[config.mk]
export PLATFORM = sky130hd
export DESIGN_NAME = serial_add_ctrl
export DESIGN_NICKNAME = d
export VERILOG_FILES = /design/src/rtl/alu_pkg.sv /design/src/rtl/adder.sv /design/src/rtl/serial_add_ctrl.sv
export SDC_FILE = /design/constraint.sdc
export NUM_CORES = 1
export LEC_CHECK = 0
export BUFFER_PORTS_ARGS = -buffer_cell sky130_fd_sc_hd__buf_2
export CORE_MARGIN = 4
export CORE_UTILIZATION = 47
export DETAILED_ROUTE_END_ITERATION = 8
export HOLD_SLACK_MARGIN = 0.05
export PLACE_DENSITY = 0.74
export SLEW_MARGIN = 5
export SYNTH_ARGS = -nofsm -noshare
export SYNTH_HDL_FRONTEND = slang
export SYNTH_SLANG_ARGS = --single-unit
[constraint.sdc]
create_clock -name clk -period 1.5 [get_ports clk]
set_clock_uncertainty 0.1 [all_clocks]
set_input_delay 0.075 -clock clk [delete_from_list [all_inputs] [get_ports clk]]
set_output_delay 0.075 -clock clk [all_outputs]
set_load 0.05 [all_outputs]
[src/rtl/alu_pkg.sv]
// Shared definitions for the bit-serial add/subtract controller.
package alu_pkg;

  // Controller state encoding; values are fixed so external checkers can
  // decode the debug state output directly.
  typedef enum logic [1:0] {
    S_IDLE = 2'd0,
    S_RUN  = 2'd1,
    S_DONE = 2'd2
  } state_e;

  localparam logic [1:0] S_IDLE_ENC = 2'd0;
  localparam logic [1:0] S_RUN_ENC  = 2'd1;
  localparam logic [1:0] S_DONE_ENC = 2'd2;

  // Carry seeded into bit 0: two's-complement subtract is a + ~b + 1.
  function automatic logic initial_carry(input logic sub, input logic cin);
    return sub ? 1'b1 : cin;
  endfunction

endpackage

[src/rtl/adder.sv]
// One-bit full-adder cell shared by the serial datapath.
module adder (
  input  logic a,
  input  logic b,
  input  logic cin,
  output logic s,
  output logic cout
);

  // Plain full-adder equations.
  always_comb begin
    s    = a ^ b ^ cin;
    cout = (a & b) | (a & cin) | (b & cin);
  end

endmodule

[src/rtl/serial_add_ctrl.sv]
// Bit-serial add/subtract sequencer around a single full-adder cell.
// Operands are shifted LSB first, one bit per clock; the result is shifted
// in from the MSB side so that after WIDTH bits it sits right-aligned.
//
// Handshake: start is sampled only in IDLE or DONE; the edge that samples
// start=1 latches a/b/cin/sub and raises busy. busy stays high for exactly
// WIDTH cycles, then done pulses for one cycle with sum/cout/ovf valid.
// start during the DONE cycle begins the next operation with no gap.
module serial_add_ctrl
  import alu_pkg::*;
#(
  parameter int WIDTH = 8
) (
  input  logic             clk,
  input  logic             rst,
  input  logic             start,
  input  logic             sub,
  input  logic [WIDTH-1:0] a,
  input  logic [WIDTH-1:0] b,
  input  logic             cin,
  output logic             busy,
  output logic             done,
  output logic [WIDTH-1:0] sum,
  output logic             cout,
  output logic             ovf,
  output logic [1:0]       state_dbg
);

  localparam int CW = (WIDTH > 1) ? $clog2(WIDTH) : 1;
  localparam logic [CW-1:0] LAST_BIT = CW'(WIDTH - 1);

  state_e           state_q, state_d;
  logic [WIDTH-1:0] a_q, a_d;
  logic [WIDTH-1:0] b_q, b_d;
  logic [WIDTH-1:0] sum_q, sum_d;
  logic [CW-1:0]    cnt_q, cnt_d;
  logic             carry_q, carry_d;
  logic             cout_q, cout_d;
  logic             ovf_q, ovf_d;
  logic             busy_q, busy_d;
  logic             done_q, done_d;

  logic             fa_s;
  logic             fa_co;

  // The single full-adder cell always sees the current LSBs and carry.
  adder u_adder (
    .a    (a_q[0]),
    .b    (b_q[0]),
    .cin  (carry_q),
    .s    (fa_s),
    .cout (fa_co)
  );

  // Next-state and datapath update; every register holds by default.
  always_comb begin
    state_d = state_q;
    a_d     = a_q;
    b_d     = b_q;
    sum_d   = sum_q;
    cnt_d   = cnt_q;
    carry_d = carry_q;
    cout_d  = cout_q;
    ovf_d   = ovf_q;
    busy_d  = busy_q;
    done_d  = 1'b0;

    unique case (state_q)
      S_IDLE, S_DONE: begin
        if (start) begin
          a_d     = a;
          b_d     = sub ? ~b : b;
          carry_d = initial_carry(sub, cin);
          cnt_d   = '0;
          sum_d   = '0;
          cout_d  = 1'b0;
          ovf_d   = 1'b0;
          busy_d  = 1'b1;
          state_d = S_RUN;
        end else begin
          busy_d  = 1'b0;
          state_d = S_IDLE;
        end
      end

      S_RUN: begin
        // start is deliberately ignored here: operands must not change.
        sum_d   = {fa_s, sum_q[WIDTH-1:1]};
        carry_d = fa_co;
        a_d     = a_q >> 1;
        b_d     = b_q >> 1;
        cnt_d   = cnt_q + CW'(1);
        if (cnt_q == LAST_BIT) begin
          // carry_q is the carry into the MSB at this point.
          cout_d  = fa_co;
          ovf_d   = carry_q ^ fa_co;
          cnt_d   = '0;
          busy_d  = 1'b0;
          done_d  = 1'b1;
          state_d = S_DONE;
        end
      end

      default: begin
        busy_d  = 1'b0;
        state_d = S_IDLE;
      end
    endcase
  end

  // State and datapath registers; reset aborts any operation in flight.
  always_ff @(posedge clk or posedge rst) begin
    if (rst) begin
      state_q <= S_IDLE;
      a_q     <= '0;
      b_q     <= '0;
      sum_q   <= '0;
      cnt_q   <= '0;
      carry_q <= 1'b0;
      cout_q  <= 1'b0;
      ovf_q   <= 1'b0;
      busy_q  <= 1'b0;
      done_q  <= 1'b0;
    end else begin
      state_q <= state_d;
      a_q     <= a_d;
      b_q     <= b_d;
      sum_q   <= sum_d;
      cnt_q   <= cnt_d;
      carry_q <= carry_d;
      cout_q  <= cout_d;
      ovf_q   <= ovf_d;
      busy_q  <= busy_d;
      done_q  <= done_d;
    end
  end

  // Outputs come straight from registers.
  always_comb begin
    busy      = busy_q;
    done      = done_q;
    sum       = sum_q;
    cout      = cout_q;
    ovf       = ovf_q;
    state_dbg = state_q;
  end

endmodule

==> key figures, run 1 <==
Outcome
  – Outcome: finished, final reports clean

Power and ir drop
  – Power, Total: 0.00427 W
  – VDD IR max: 1.13 mV
  – P per Cell Area: 2160 nW/um^2
  – Static leakage: 0.988 nW

Synth
  – Post-synth top cells: dfrtp_1, a22o_1, nand3_1
  – Sequential fraction of the synthesis area: 57.4%
  – Avg Cell Area, Syn: 11.9 sq um
  – Commonest register cell after synthesis: dfrtp_1
  – Cell variety after synth: 26
  – Largest area contributor in the synthesized netlist: dfrtp_1
  – YS warnings: 0
  – Top-count cell post-synth: dfrtp_1
  – Syn Inst Count: 125
  – Syn_nets: 149
  – Number of synthesized flops with an enable pin: 0
  – Synth Cell Area: 1480 sq um
  – Synth Register Bits: 34
  – Largest cells by area after synthesis: dfrtp_1, a22o_1, a221o_1
  – Post-synthesis async set-or-reset flop share: 100%
  – Synth top area share: 57.4%

Cells and area
  – Ant diodes: 0
  – Post-route cell area: 1980 sq um
  – Fillers: 248
  – Final net count: 204
  – Multi-input logic area: 566 sq um
  – Finished Layout Cells: 225
  – Layout cells sized above 1: 30.4%
  – FF/Latch Area: 853 sq um
  – Utilization after layout: 65.2%
  – Syn-to-layout area delta: 33.4%

Floorplanning
  – IO Pins: 35
  – Starting Density: 48.9%
  – Core area: 3030 sq um
  – Num rows: 20
  – DIE AREA: 4110 sq um
  – Die width: 64.1 um
  – Die height: 64.1 um

STA
  – Final Max Slew Viols: 0
  – Max Clk Rate: 0.707 GHz
  – Tmin final: 1.41 ns
  – Setup violators final: 0
  – Tcrit/Tclk final: 94.2%
  – Final hold violations: 0
  – Least-Margin Pin Slew: 0.481 ns
  – RSZ-0062 raised after global routing: no
  – Rel. slew slack: 67.8%

GRT
  – Initial antenna violation count: 0
  – Largest net degree at the start of global routing: 35
  – Total track usage: 17.7%
  – Number of global-route vias before repair: 1222
  – Remaining Overflow, GRT: 0
  – Global-route wire length before repair: 5.56 mm

Clock tree
  – Clk slew on worst S/H paths: 0.10 ns
  – CTS tree: yes
  – TritonCTS Sinks: 34
  – H-Tree Depth: 2
  – Clock buffer depth: 2
  – Num CTS Buffers: 5
  – Worst-Skew Late Latency: 0.33 ns
  – Root buffer cell: clkbuf_4

Critical path
  – CP max stage delay: 0.45 ns
  – Crit-path slowest cell: dfrtp_2
  – CP endpoint kind: register
  – Critical path, cell by cell: nand2b_1 > buf_4 > nand3_1 > nand2_1
  – Worst Setup Start Kind: register
  – Worst setup path class: register to register
  – Arr. time, crit path: 1.54 ns
  – Worst endpoint required time: 1.63 ns
  – CP max FO: 12

Routing
  – First-pass iteration count of the detailed router: 4
  – Vias/cell: 5.28
  – Drt total wl: 3.23 mm
  – Initial DRC count: 36
  – Residual DRC: 0
  – Via count: 1187
  – DR WL/cell: 14.4 um
  – ANT nets after route: 0

Run
  – Max-cap violations: 0

Placement
  – Port bufs: 34
  – Cells after DPL: 198
  – Post-DP HPWL: 2.08 mm
  – Dpl cell area: 1700 sq um
  – Routability cong.: 0.743

Hold path
  – Hold Crit Class: input port to register
[critical path: cells and delay by family, from the launching register on]
family	cells	cell delay (ns)
and+or+nand+nor	3	0.50
DFF	1	0.45
buffers and inverters	1	0.27
[registers in the layout, summed over array words and instances (netlist names)]
signal	cells
ovf	1
a_q	8
cout	1
carry_q	1
sum	8
b_q	8
done	1
busy	1
state_dbg	2
cnt_q	3
[logic make-up (layout without fill, tap and decap cells)]
| logic type | after synthesis | in the layout | synth area share [%] |
|---|---|---|---|
| AOI/OAI and AO/OA | 31 | 31 | 17.9 |
| adders and majority gates | 3 | 3 | 3.04 |
| and+or+nand+nor | 34 | 34 | 11.2 |
| xor gates and xnor gates | 9 | 9 | 5.32 |
| DFF | 34 | 34 | 57.4 |
| buffers and inverters | 14 | 70 | 5.07 |
[report_power, final]
| group | switching [W] | internal (W) |
|---|---|---|
| Combinational | 0.00124 | 0.000811 |
| Sequential | 0.000277 | 0.00132 |
| Clock | 0.000299 | 0.000320 |
| Total | 0.00181 | 0.00246 |
[metrics by stage]
stage	setup TNS [ns]	setup slack (ns)	hold WS, ns
2_1_floorplan	-0.157	-0.0224	0.103
3_3_place_gp	0	0.0788	0.0762
3_5_place_dp	0	0.0453	0.0927
4_1_cts	0	0.0320	0.142
5_1_grt	0	0.0116	0.183
6_report	0	0.0864	0.162
[what timing repair did]
| action | CTS | global route |
|---|---|---|
| resized for setup | 0 | 2 |
| endpoints found under the setup margin | 0 | 3 |
| endpoints found under the hold margin | 51 | 0 |
| buffers inserted | 0 | 1 |
| hold buffers | 18 | 0 |
[metal layers]
metal	vias up	part of all wire [%]	track usage, %
met2	36	53	29.2
li1	557	-	-
met1	590	40	20.5
met5	-	0	0
met4	0	0.90	6.33
met3	4	5.6	7.73
[layout make-up]
cell class              count  share of cell area, %
flip-flops and latches     34                   43.2
multi-input cells          77                   28.6
repair buffers             58                   20.6
clock buffers               8                   3.99
well taps                  44                   2.79
inverters                   4                  0.760
[final timing paths]
check | slack (ns) | start | endpoint | cells past startpoint
max in group asynchronous | 0.70 | rst | state_dbg[0] | 4
worst min register to register | 0.41 | sum[0] | sum[0] | 1
worst max-delay path | 0.09 | state_dbg[0] | a_q[2] | 4
worst max register to register | 0.09 | state_dbg[0] | a_q[2] | 4
min in group asynchronous | 0.26 | rst | sum[6] | 4
worst min-delay path | 0.16 | sub | b_q[7] | 3
[layout by cell type (no fill, tap or decap), types with 2 or more instances in the layout]
cell type and count:
buf_2 34, dfrtp_1 32, dlygate4sd3_1 18, a22o_1 11
nand3_1 10, nor2_1 9, nand2_1 8, xnor2_1 8
a221o_1 8, a22oi_1 7, clkbuf_4 5, buf_4 5
inv_1 4, clkbuf_8 3, o21ai_0 2, dfrtp_2 2
No activity file was read; power rests on OpenSTA's default activity.
==> run 2, diff against run 1 <==
- BUFFER_PORTS_ARGS: -buffer_cell sky130_fd_sc_hd__buf_2 -> default
- CORE_UTILIZATION: 47 -> 55
- DONT_BUFFER_PORTS: default -> 1
- HOLD_SLACK_MARGIN: 0.05 -> 0.1
- PLACE_DENSITY: 0.74 -> 0.73
==> run 2 against run 1 <==
Against the previous run:
- highest routed layer unchanged
- cell count decreased by 15%
- worst hold slack got worse by 0.057 ns
- wire length decreased by 7.1%
- design area decreased by 4.0%
- combinational power about the same
- sequential cell count unchanged
- register-to-register slack got worse by 0.03 ns
- sequential share of layout area increased by 1.8 points
- first-iteration DRC count increased by 19%
- sequential power about the same
- setup slack got worse by 0.030 ns
==> key figures, run 2 (synthesis gave the netlist of run 1 again) <==
Routing
  – Vias/cell: 5.78 (was 5.28)
  – Residual DRC: 0 (unchanged)
  – First-pass iteration count of the detailed router: 4 (unchanged)
  – Initial DRC count: 43 (was 36)
  – Drt total wl: 3.00 mm (was 3.23 mm)
  – Via count: 1109 (was 1187)
  – ANT nets after route: 0 (unchanged)
  – DR WL/cell: 15.6 um (was 14.4 um)

STA
  – Final hold violations: 0 (unchanged)
  – Tmin final: 1.44 ns (was 1.41 ns)
  – RSZ-0062 raised after global routing: no (unchanged)
  – Tcrit/Tclk final: 96.2% (was 94.2%)
  – Max Clk Rate: 0.693 GHz (was 0.707 GHz)
  – Hold slack: 0.105 ns (was 0.162 ns)
  – Least-Margin Pin Slew: 0.500 ns (was 0.481 ns)
  – Final WS setup: 0.0563 ns (was 0.0864 ns)
  – Rel. slew slack: 66.6% (was 67.8%)
  – Setup violators final: 0 (unchanged)
  – Final Max Slew Viols: 0 (unchanged)

Cells and area
  – Ant diodes: 0 (unchanged)
  – Utilization after layout: 75.2% (was 65.2%)
  – Syn-to-layout area delta: 28.0% (was 33.4%)
  – Final net count: 185 (was 204)
  – Layout cells sized above 1: 18.5% (was 30.4%)
  – FF/Latch Area: 853 sq um (unchanged)
  – Fillers: 181 (was 248)
  – Most common cell after layout, fill and taps aside: dfrtp_1 (was buf_2)
  – Commonest non-fill, non-tap cells in the layout: dfrtp_1, dlygate4sd3_1, buf_4 (was buf_2, dfrtp_1, dlygate4sd3_1)
  – Multi-input logic area: 561 sq um (was 566 sq um)
  – Post-route cell area: 1900 sq um (was 1980 sq um)

GRT
  – Global-route wire length before repair: 4.93 mm (was 5.56 mm)
  – Largest net degree at the start of global routing: 24 (was 35)
  – Total track usage: 19.2% (was 17.7%)
  – Initial antenna violation count: 0 (unchanged)
  – Number of global-route vias before repair: 1062 (was 1222)
  – Remaining Overflow, GRT: 0 (unchanged)

Floorplanning
  – Num rows: 18 (was 20)
  – Die height: 59.9 um (was 64.1 um)
  – DIE AREA: 3590 sq um (was 4110 sq um)
  – IO Pins: 35 (unchanged)
  – Core area: 2520 sq um (was 3030 sq um)
  – Die width: 59.9 um (was 64.1 um)
  – Starting Density: 58.7% (was 48.9%)

Placement
  – Port bufs: 0 (was 34)
  – Post-DP HPWL: 1.97 mm (was 2.08 mm)
  – Routability cong.: 0.711 (was 0.743)
  – Dpl ws: 0.0515 ns (was 0.0453 ns)
  – Dpl cell area: 1630 sq um (was 1700 sq um)

Clock tree
  – Num CTS Buffers: 5 (unchanged)
  – CTS tree: yes (unchanged)
  – Clk slew on worst S/H paths: 0.10 ns (about the same)
  – Worst-Skew Late Latency: 0.33 ns (about the same)
  – Root buffer cell: clkbuf_4 (unchanged)
  – TritonCTS Sinks: 34 (unchanged)
  – Clock buffer depth: 2 (unchanged)
  – Post_cts resized: 0 (unchanged)
  – Post-CTS setup buffer count: 0 (unchanged)
  – H-Tree Depth: 2 (unchanged)
  – # hold bufs at CTS: 21 (was 18)

Critical path
  – Worst endpoint required time: 1.62 ns (was 1.63 ns)
  – CP endpoint kind: register (unchanged)
  – Worst setup path class: register to register (unchanged)
  – Worst Setup Start Kind: register (unchanged)
  – CP max stage delay: 0.48 ns (was 0.45 ns)
  – Crit-path slowest cell: fa_1 (was dfrtp_2)
  – Arr. time, crit path: 1.56 ns (was 1.54 ns)
  – CP max FO: 3 (was 12)
  – Critical path, cell by cell: fa_1 > a221o_1 (was nand2b_1 > buf_4 > nand3_1 > nand2_1)

Power and ir drop
  – P per Cell Area: 2220 nW/um^2 (was 2160 nW/um^2)
  – VDD IR max: 1.55 mV (was 1.13 mV)
  – Power, Total: 0.00421 W (was 0.00427 W)
  – Static leakage: 0.916 nW (was 0.988 nW)

Run
  – Max-cap violations: 0 (unchanged)

Outcome
  – Outcome: finished, final reports clean (unchanged)

Hold path
  – Hold Crit Class: input port to asynchronous set/reset pin (was input port to register)
[run 2: cell types whose count changed in the layout (fill, tap and decap cells not counted), sizes merged]
cell / change
buf: -22
clkinv: +1
dlygate4sd3: +3
clkbuf: -1
[run 2: power breakdown]
group          leakage (nW)  total [W]  internal (W)  switching (W)
sequential            0.432    0.00162       0.00132       0.000298
combinational         0.449    0.00206      0.000863        0.00120
clock                0.0353   0.000518      0.000227       0.000291
[run 2: worst paths after layout]
check / start / endpoint / slack [ns] / cells after the start
max in group asynchronous: rst / state_dbg[1] / 0.69 / 3
worst max register to register: carry_q / carry_q / 0.06 / 2
worst min-delay path: rst / sum[6] / 0.11 / 2
min in group clk: start / b_q[5] / 0.12 / 3
worst max-delay path: carry_q / carry_q / 0.06 / 2
worst min register to register: a_q[1] / a_q[1] / 0.42 / 2
[run 2: final cells by class]
type	instances	area share, %
sequential	34	45.0
multi-input combinational	77	29.6
timing repair buffer	39	19.5
clock buffer	7	2.90
tap	30	1.98
inverter	4	0.792
clock inverter	1	0.264
[run 2: stage by stage]
step / TNS, ns / std cells
after global routing: 0 / 192
after global placement: 0 / 163
after detailed placement: 0 / 163
after CTS: 0 / 192
after floorplan: -0.157 / 125
final: 0 / 192
[run 2: routing by layer]
metal | part of all wire, % | vias to the layer above | track usage [%]
met5 | 0 | - | 0
met2 | 48 | 42 | 28.2
li1 | - | 518 | -
met4 | 2.1 | 0 | 8.23
met1 | 42 | 541 | 24.4
met3 | 7.5 | 8 | 8.64
[run 2: worst max-delay path, delay by kind of cell (launching register included)]
kind	cells	cell delay, ns
fa+ha+maj	1	0.48
flops	1	0.43
compound gates	1	0.33
